===== src/rtl/reg_arb_pkg.sv =====
// Shared types and helpers for the two-port register bank arbiter.
package reg_arb_pkg;

  typedef enum logic [1:0] {
    IDLE   = 2'd0,
    ACCESS = 2'd1,
    RESP   = 2'd2
  } state_t;

  typedef logic req_idx_t;

  // The address MSB selects the read-only status region.
  function automatic logic is_status_addr(input logic [31:0] addr, input int addr_w);
    return addr[addr_w-1];
  endfunction

endpackage


===== src/rtl/rr_arbiter_2.sv =====
// Two-way round-robin pick with an optional hold for the last-served requester.
module rr_arbiter_2
  import reg_arb_pkg::*;
(
  input  logic [1:0] req,
  input  req_idx_t   last,
  input  logic       lock_hold,
  output logic       gnt_valid,
  output req_idx_t   gnt_idx
);

  always_comb begin
    gnt_valid = |req;
    gnt_idx   = 1'b0;
    if (lock_hold && req[last]) begin
      gnt_idx = last;
    end else if (&req) begin
      gnt_idx = ~last;
    end else begin
      gnt_idx = req[1];
    end
  end

endmodule


===== src/rtl/reg_bank_arbiter.sv =====
// Shares one config/status register bank between two requesters, one
// registered access per grant: IDLE (arbitrate) -> ACCESS (bank strobe) -> RESP (ack).
module reg_bank_arbiter
  import reg_arb_pkg::*;
#(
  parameter int ADDR_W    = 4,
  parameter int REG_W     = 8,
  parameter int MAX_BURST = 4
) (
  input  logic              clk,
  input  logic              rst,
  input  logic              m0_req,
  input  logic              m0_lock,
  input  logic              m0_wr_rdn,
  input  logic [ADDR_W-1:0] m0_addr,
  input  logic [REG_W-1:0]  m0_wdata,
  output logic              m0_ack,
  output logic              m0_err,
  output logic [REG_W-1:0]  m0_rdata,
  input  logic              m1_req,
  input  logic              m1_lock,
  input  logic              m1_wr_rdn,
  input  logic [ADDR_W-1:0] m1_addr,
  input  logic [REG_W-1:0]  m1_wdata,
  output logic              m1_ack,
  output logic              m1_err,
  output logic [REG_W-1:0]  m1_rdata,
  output logic              bk_en,
  output logic              bk_we,
  output logic [ADDR_W-1:0] bk_addr,
  output logic [REG_W-1:0]  bk_wdata,
  input  logic [REG_W-1:0]  bk_rdata
);

  localparam int CNT_W = $clog2(MAX_BURST + 1);

  // Handshake: a requester holds req and its fields stable until its ack
  // pulse; it must drop req or present a new access in the following cycle.
  state_t            state;
  state_t            state_next;
  req_idx_t          owner;
  req_idx_t          last;
  logic              last_lock;
  logic [CNT_W-1:0]  burst_cnt;
  logic              lat_wr;
  logic              lat_lock;
  logic [ADDR_W-1:0] lat_addr;
  logic [REG_W-1:0]  lat_wdata;
  logic              err_q;
  logic [REG_W-1:0]  rdata0;
  logic [REG_W-1:0]  rdata1;

  logic              gnt_valid;
  req_idx_t          gnt_idx;
  logic              lock_hold;
  logic              access_cyc;
  logic              resp_cyc;
  logic              lat_status;

  assign lock_hold  = last_lock && (burst_cnt < CNT_W'(MAX_BURST));
  assign lat_status = is_status_addr(32'(lat_addr), ADDR_W);

  rr_arbiter_2 u_rr (
    .req       ({m1_req, m0_req}),
    .last      (last),
    .lock_hold (lock_hold),
    .gnt_valid (gnt_valid),
    .gnt_idx   (gnt_idx)
  );

  always_comb begin
    state_next = state;
    case (state)
      IDLE:    if (gnt_valid) state_next = ACCESS;
      ACCESS:  state_next = RESP;
      RESP:    state_next = IDLE;
      default: state_next = IDLE;
    endcase
  end

  always_ff @(posedge clk) begin
    if (rst) begin
      state     <= IDLE;
      owner     <= 1'b0;
      last      <= 1'b1;
      last_lock <= 1'b0;
      burst_cnt <= '0;
      lat_wr    <= 1'b0;
      lat_lock  <= 1'b0;
      lat_addr  <= '0;
      lat_wdata <= '0;
      err_q     <= 1'b0;
      rdata0    <= '0;
      rdata1    <= '0;
    end else begin
      state <= state_next;
      case (state)
        IDLE: begin
          if (gnt_valid) begin
            owner     <= gnt_idx;
            lat_wr    <= gnt_idx ? m1_wr_rdn : m0_wr_rdn;
            lat_lock  <= gnt_idx ? m1_lock   : m0_lock;
            lat_addr  <= gnt_idx ? m1_addr   : m0_addr;
            lat_wdata <= gnt_idx ? m1_wdata  : m0_wdata;
            err_q     <= 1'b0;
          end
        end
        ACCESS: begin
          if (!lat_wr) begin
            if (owner) rdata1 <= bk_rdata;
            else       rdata0 <= bk_rdata;
          end else if (lat_status) begin
            err_q <= 1'b1;
          end
        end
        RESP: begin
          last      <= owner;
          last_lock <= lat_lock;
          // A locked grant after an owner change is the first of a new burst.
          if (!lat_lock)                             burst_cnt <= '0;
          else if (owner != last)                    burst_cnt <= CNT_W'(1);
          else if (burst_cnt < CNT_W'(MAX_BURST))    burst_cnt <= burst_cnt + CNT_W'(1);
        end
        default: ;
      endcase
    end
  end

  // Gating with rst aborts an in-flight access in the same cycle.
  assign access_cyc = (state == ACCESS) && !rst;
  assign resp_cyc   = (state == RESP) && !rst;

  assign bk_en    = access_cyc;
  assign bk_we    = access_cyc && lat_wr && !lat_status;
  assign bk_addr  = access_cyc ? lat_addr  : '0;
  assign bk_wdata = access_cyc ? lat_wdata : '0;

  assign m0_ack   = resp_cyc && (owner == 1'b0);
  assign m1_ack   = resp_cyc && (owner == 1'b1);
  assign m0_err   = m0_ack && err_q;
  assign m1_err   = m1_ack && err_q;
  assign m0_rdata = rdata0;
  assign m1_rdata = rdata1;

endmodule

===== config.mk =====
export PLATFORM = sky130hd
export DESIGN_NAME = reg_bank_arbiter
export DESIGN_NICKNAME = d
export VERILOG_FILES = /design/src/rtl/reg_arb_pkg.sv /design/src/rtl/rr_arbiter_2.sv /design/src/rtl/reg_bank_arbiter.sv
export SDC_FILE = /design/constraint.sdc
export NUM_CORES = 1
export LEC_CHECK = 0
export ABC_AREA = 1
export CORE_MARGIN = 2
export CORE_UTILIZATION = 39
export CTS_BUF_LIST = sky130_fd_sc_hd__clkbuf_4
export CTS_CLUSTER_SIZE = 30
export DETAILED_ROUTE_END_ITERATION = 10
export GPL_ROUTABILITY_DRIVEN = 0
export PLACE_DENSITY_LB_ADDON = 0.15
export SYNTH_ARGS = -nofsm -noshare
export SYNTH_HDL_FRONTEND = slang
export SYNTH_HIERARCHICAL = 1
export SYNTH_SLANG_ARGS = --single-unit

===== constraint.sdc =====
create_clock -name clk -period 1.3 [get_ports clk]
set_input_delay 0.13 -clock clk [delete_from_list [all_inputs] [get_ports clk]]
set_output_delay 0.13 -clock clk [all_outputs]
set_load 0.01 [all_outputs]

==> flow_summary.json <==
{
  "outcome": "complete, but fails checks",
  "failed_checks": "negative setup slack",
  "timing.clock.skew_ns": 0.0143,
  "routed_wire_length_per_instance_um": 11.6,
  "crit_path_cell_trace": "inv_2, nand2_4, nor2_4, clkinvlp_4, buf_4, nor2_1, buf_2",
  "clock_power_share_pct": 27.9,
  "core.rowCount": 24,
  "nets": 409,
  "grt_pass1_vias": 1867,
  "max_cap_violations": 0,
  "placement.io_buffers": 73,
  "crit_family": "buffers and inverters",
  "critPathArrivalTime_ns": 1.44,
  "synthTopCellsByCount": "nor2_1, o21ai_0, inv_1",
  "yosysUniqueCellTypes": 20,
  "critical_path.max_fanout": 4,
  "fmaxAchievable_mhz": 639,
  "placed_area_um2": 2690,
  "pwr-share-comb_pct": 27.6,
  "final.period_utilization_pct": 120,
  "critical_path_buf_inv_count": 4,
  "post_route_cells_drive_above_1_share_pct": 31.4,
  "static-leakage-power_uw": 0.00147,
  "hold_path.class": "primary input to flip-flop",
  "grt_antenna_before_repair": 0,
  "vdd.ir_drop.worst_mv": 0.566,
  "synth_compound_gate_area_share_pct": 18.5,
  "timing.critical_path.from_type": "flip-flop",
  "cts.reportedPaths.clkPinSlew_ns": 0.13,
  "die-height_um": 71.9,
  "yosys.area_share.xor_xnor_pct": 0,
  "global_route_wire_length_before_repair_mm": 8.10,
  "floorplan.core_area_um2": 4380,
  "grt_overflow_total": 0,
  "die_w_um": 71.9,
  "cts.htree.levels": 2,
  "slew_viol_final": 0,
  "synthFlopType": "dfxtp_1",
  "netlist_area_um2": 1800,
  "area_growth_syn_to_layout_pct": 72.9,
  "initial_core_utilization_pct": 41.0,
  "ctsLongestPathBuffers": 2,
  "syn_nets": 313,
  "total_switching_power_uw": 901,
  "cts_hold_repair.buffers": 0,
  "required_ns": 1.17,
  "detailedRoute.firstIterationViolations": 119,
  "synthSimpleGateAreaFrac_pct": 24.5,
  "top_level_ports": 74,
  "drt_first_pass_iters": 4,
  "vias": 1994,
  "cellInternalPower_uw": 2120,
  "synth_top_cell_area_share_pct": 43.5,
  "switching_share_pct": 29.8,
  "syn_inst": 272,
  "synth_top_family_by_area": "simple AND/OR/NAND/NOR gates",
  "post-dp-hpwl_mm": 3.08,
  "power.density_nw_per_um2": 974,
  "yosys-top-cells-area": "dfxtp_1, o21ai_0, nor2_1, inv_1, nand2_1",
  "design.die.area_um2": 5170,
  "post_synthesis_async_set_or_reset_flop_share_pct": 0,
  "post-route-min-period_ns": 1.57,
  "final_report_hold_violation_count": 0,
  "grt_start_max_net_pins": 37,
  "synth_enable_flop_cells": 0,
  "remaining_antenna_violation_count": 0,
  "routed_wl_mm": 4.87,
  "num_antenna_cells": 0,
  "synth-adder-area-share_pct": 0.696,
  "critPathCaptureType": "primary output",
  "detail_route.drc_violations": 0,
  "fin_worst_hold_slack_ns": 0.413,
  "yosysWarnings": 6,
  "global_route.usage.total_pct": 19.7,
  "final_critical_path_setup_slack_ns": -0.265,
  "maxSlewHeadroom_pct": 77.6,
  "synth_sequential_area_ratio_pct": 43.5,
  "tritoncts_clock_tree": "built",
  "vias_per_cell": 4.74,
  "path_class": "flip-flop to primary output",
  "pwr-share-seq_pct": 44.5,
  "critical-path-slowest-cell": "dfxtp_2",
  "cts_root_buffer": "clkbuf_4",
  "clk-insertion-delay-late_ns": 0.35,
  "setup_violations": 32,
  "rsz_0062_raised_after_global_routing": "yes",
  "syn_area_per_cell_um2": 6.61,
  "clock_net_sink_count": 39,
  "max_stage_delay_ns": 0.34,
  "yosysTopAreaCell": "dfxtp_1",
  "final_design_area_no_fill_um2": 3110,
  "synth-seq-cells": 39,
  "cts_buffers": 5,
  "muxShareOfSynthArea_pct": 0,
  "yosys.cell_count.top_type": "nor2_1",
  "tightestPinTransition_ns": 0.335
}
[kinds of logic (layout without fill, tap and decap cells)]
kind of cell | after synthesis | count (layout)
compound gates | 66 | 66
buf+inv | 57 | 154
flops | 39 | 39
fa+ha+maj | 1 | 1
simple gates | 109 | 109
[timing repair]
action | CTS | global route
pin swaps | 17 | 11
gates resized for setup | 140 | 48
setup buffers | 6 | 0
gates cloned | 4 | 0
endpoints found under the setup margin | 49 | 35
[worst reg2reg max path, cell delays in order, from the launching register on]
cell,delay (ns)
dfxtp_2,0.35
inv_2,0.04
nor2_4,0.08
nand2_1,0.06
nand2_1,0.07
nor2_2,0.05
nor2_4,0.09
buf_12,0.14
buf_12,0.15
nand2_2,0.06
o21ai_2,0.05
o21ai_1,0.07
a21oi_1,0.14
[cell type report]
| class | instances | area (um2) |
|---|---|---|
| Tap cell | 52 | 65.1 |
| Inverter | 47 | 183 |
| Clock buffer | 5 | 37.5 |
| Multi-Input combinational cell | 176 | 1030 |
| Timing Repair Buffer | 98 | 955 |
| Fill cell | 367 | 1280 |
| Sequential cell | 39 | 786 |
| Clock inverter | 3 | 47.5 |
| Timing Repair inverter | 1 | 7.51 |
[registers in the layout, indices dropped and copies added, names as in the netlist]
name	flops
burst_cnt	3
lat_wr	1
last	1
err_q	1
owner	1
lat_addr	4
lat_wdata	8
state	2
m0_rdata	8
m1_rdata	8
lat_lock	1
last_lock	1
[per-stage QoR]
stage	worst slack, ns	setup TNS (ns)	instances	power [uW]	utilization, %
floorplan	-0.0260	-0.253	272	1700	-
finish	-0.265	-4.41	421	3030	70.9
CTS	-0.282	-4.70	421	2980	66.7
global route	-0.358	-7.71	421	3200	70.9
global placement	-0.429	-8.68	403	2030	61.3
detailed placement	-0.510	-10.49	403	2040	61.3
[placed cells by master (no fill, tap or decap), drive strengths merged, types with 2 or more instances in the layout]
| cell type | count |
|---|---|
| nand3 | 6 |
| clkdlybuf4s15 | 2 |
| nor3 | 3 |
| clkbuf | 5 |
| nor2 | 61 |
| inv | 47 |
| dlygate4sd2 | 16 |
| dfxtp | 39 |
| o21ai | 46 |
| nand2 | 38 |
| a21oi | 19 |
| clkinv | 2 |
| clkdlybuf4s50 | 39 |
| buf | 41 |
[per-layer routing]
layer,GRT usage [%],vias to the layer above,wire [um]
li1,-,1045,-
met1,23.9,874,2070
met2,33.4,67,2370
met3,5.63,8,329
met4,6.92,0,95
met5,0,-,0
[worst paths after layout]
path / from / endpoint / slack, ns / cells past startpoint
hold / removal: bk_rdata[4] / m1_rdata[4] / 0.41 / 3
setup / recovery: state[1] / bk_wdata[6] / -0.27 / 7
hold reg to reg: lat_wdata[7] / lat_wdata[7] / 0.47 / 2
setup reg to reg: last_lock / lat_wdata[2] / -0.13 / 12
[power by group through the flow]
stage                     Clock (uW)  Sequential (uW)  Combinational, uW
after floorplan                    0             1380                320
after global placement             0             1370                662
after detailed placement           0             1370                672
after CTS                        868             1350                762
after global routing             919             1360                921
final                            844             1350                836
No activity file was read; power rests on OpenSTA's default activity.
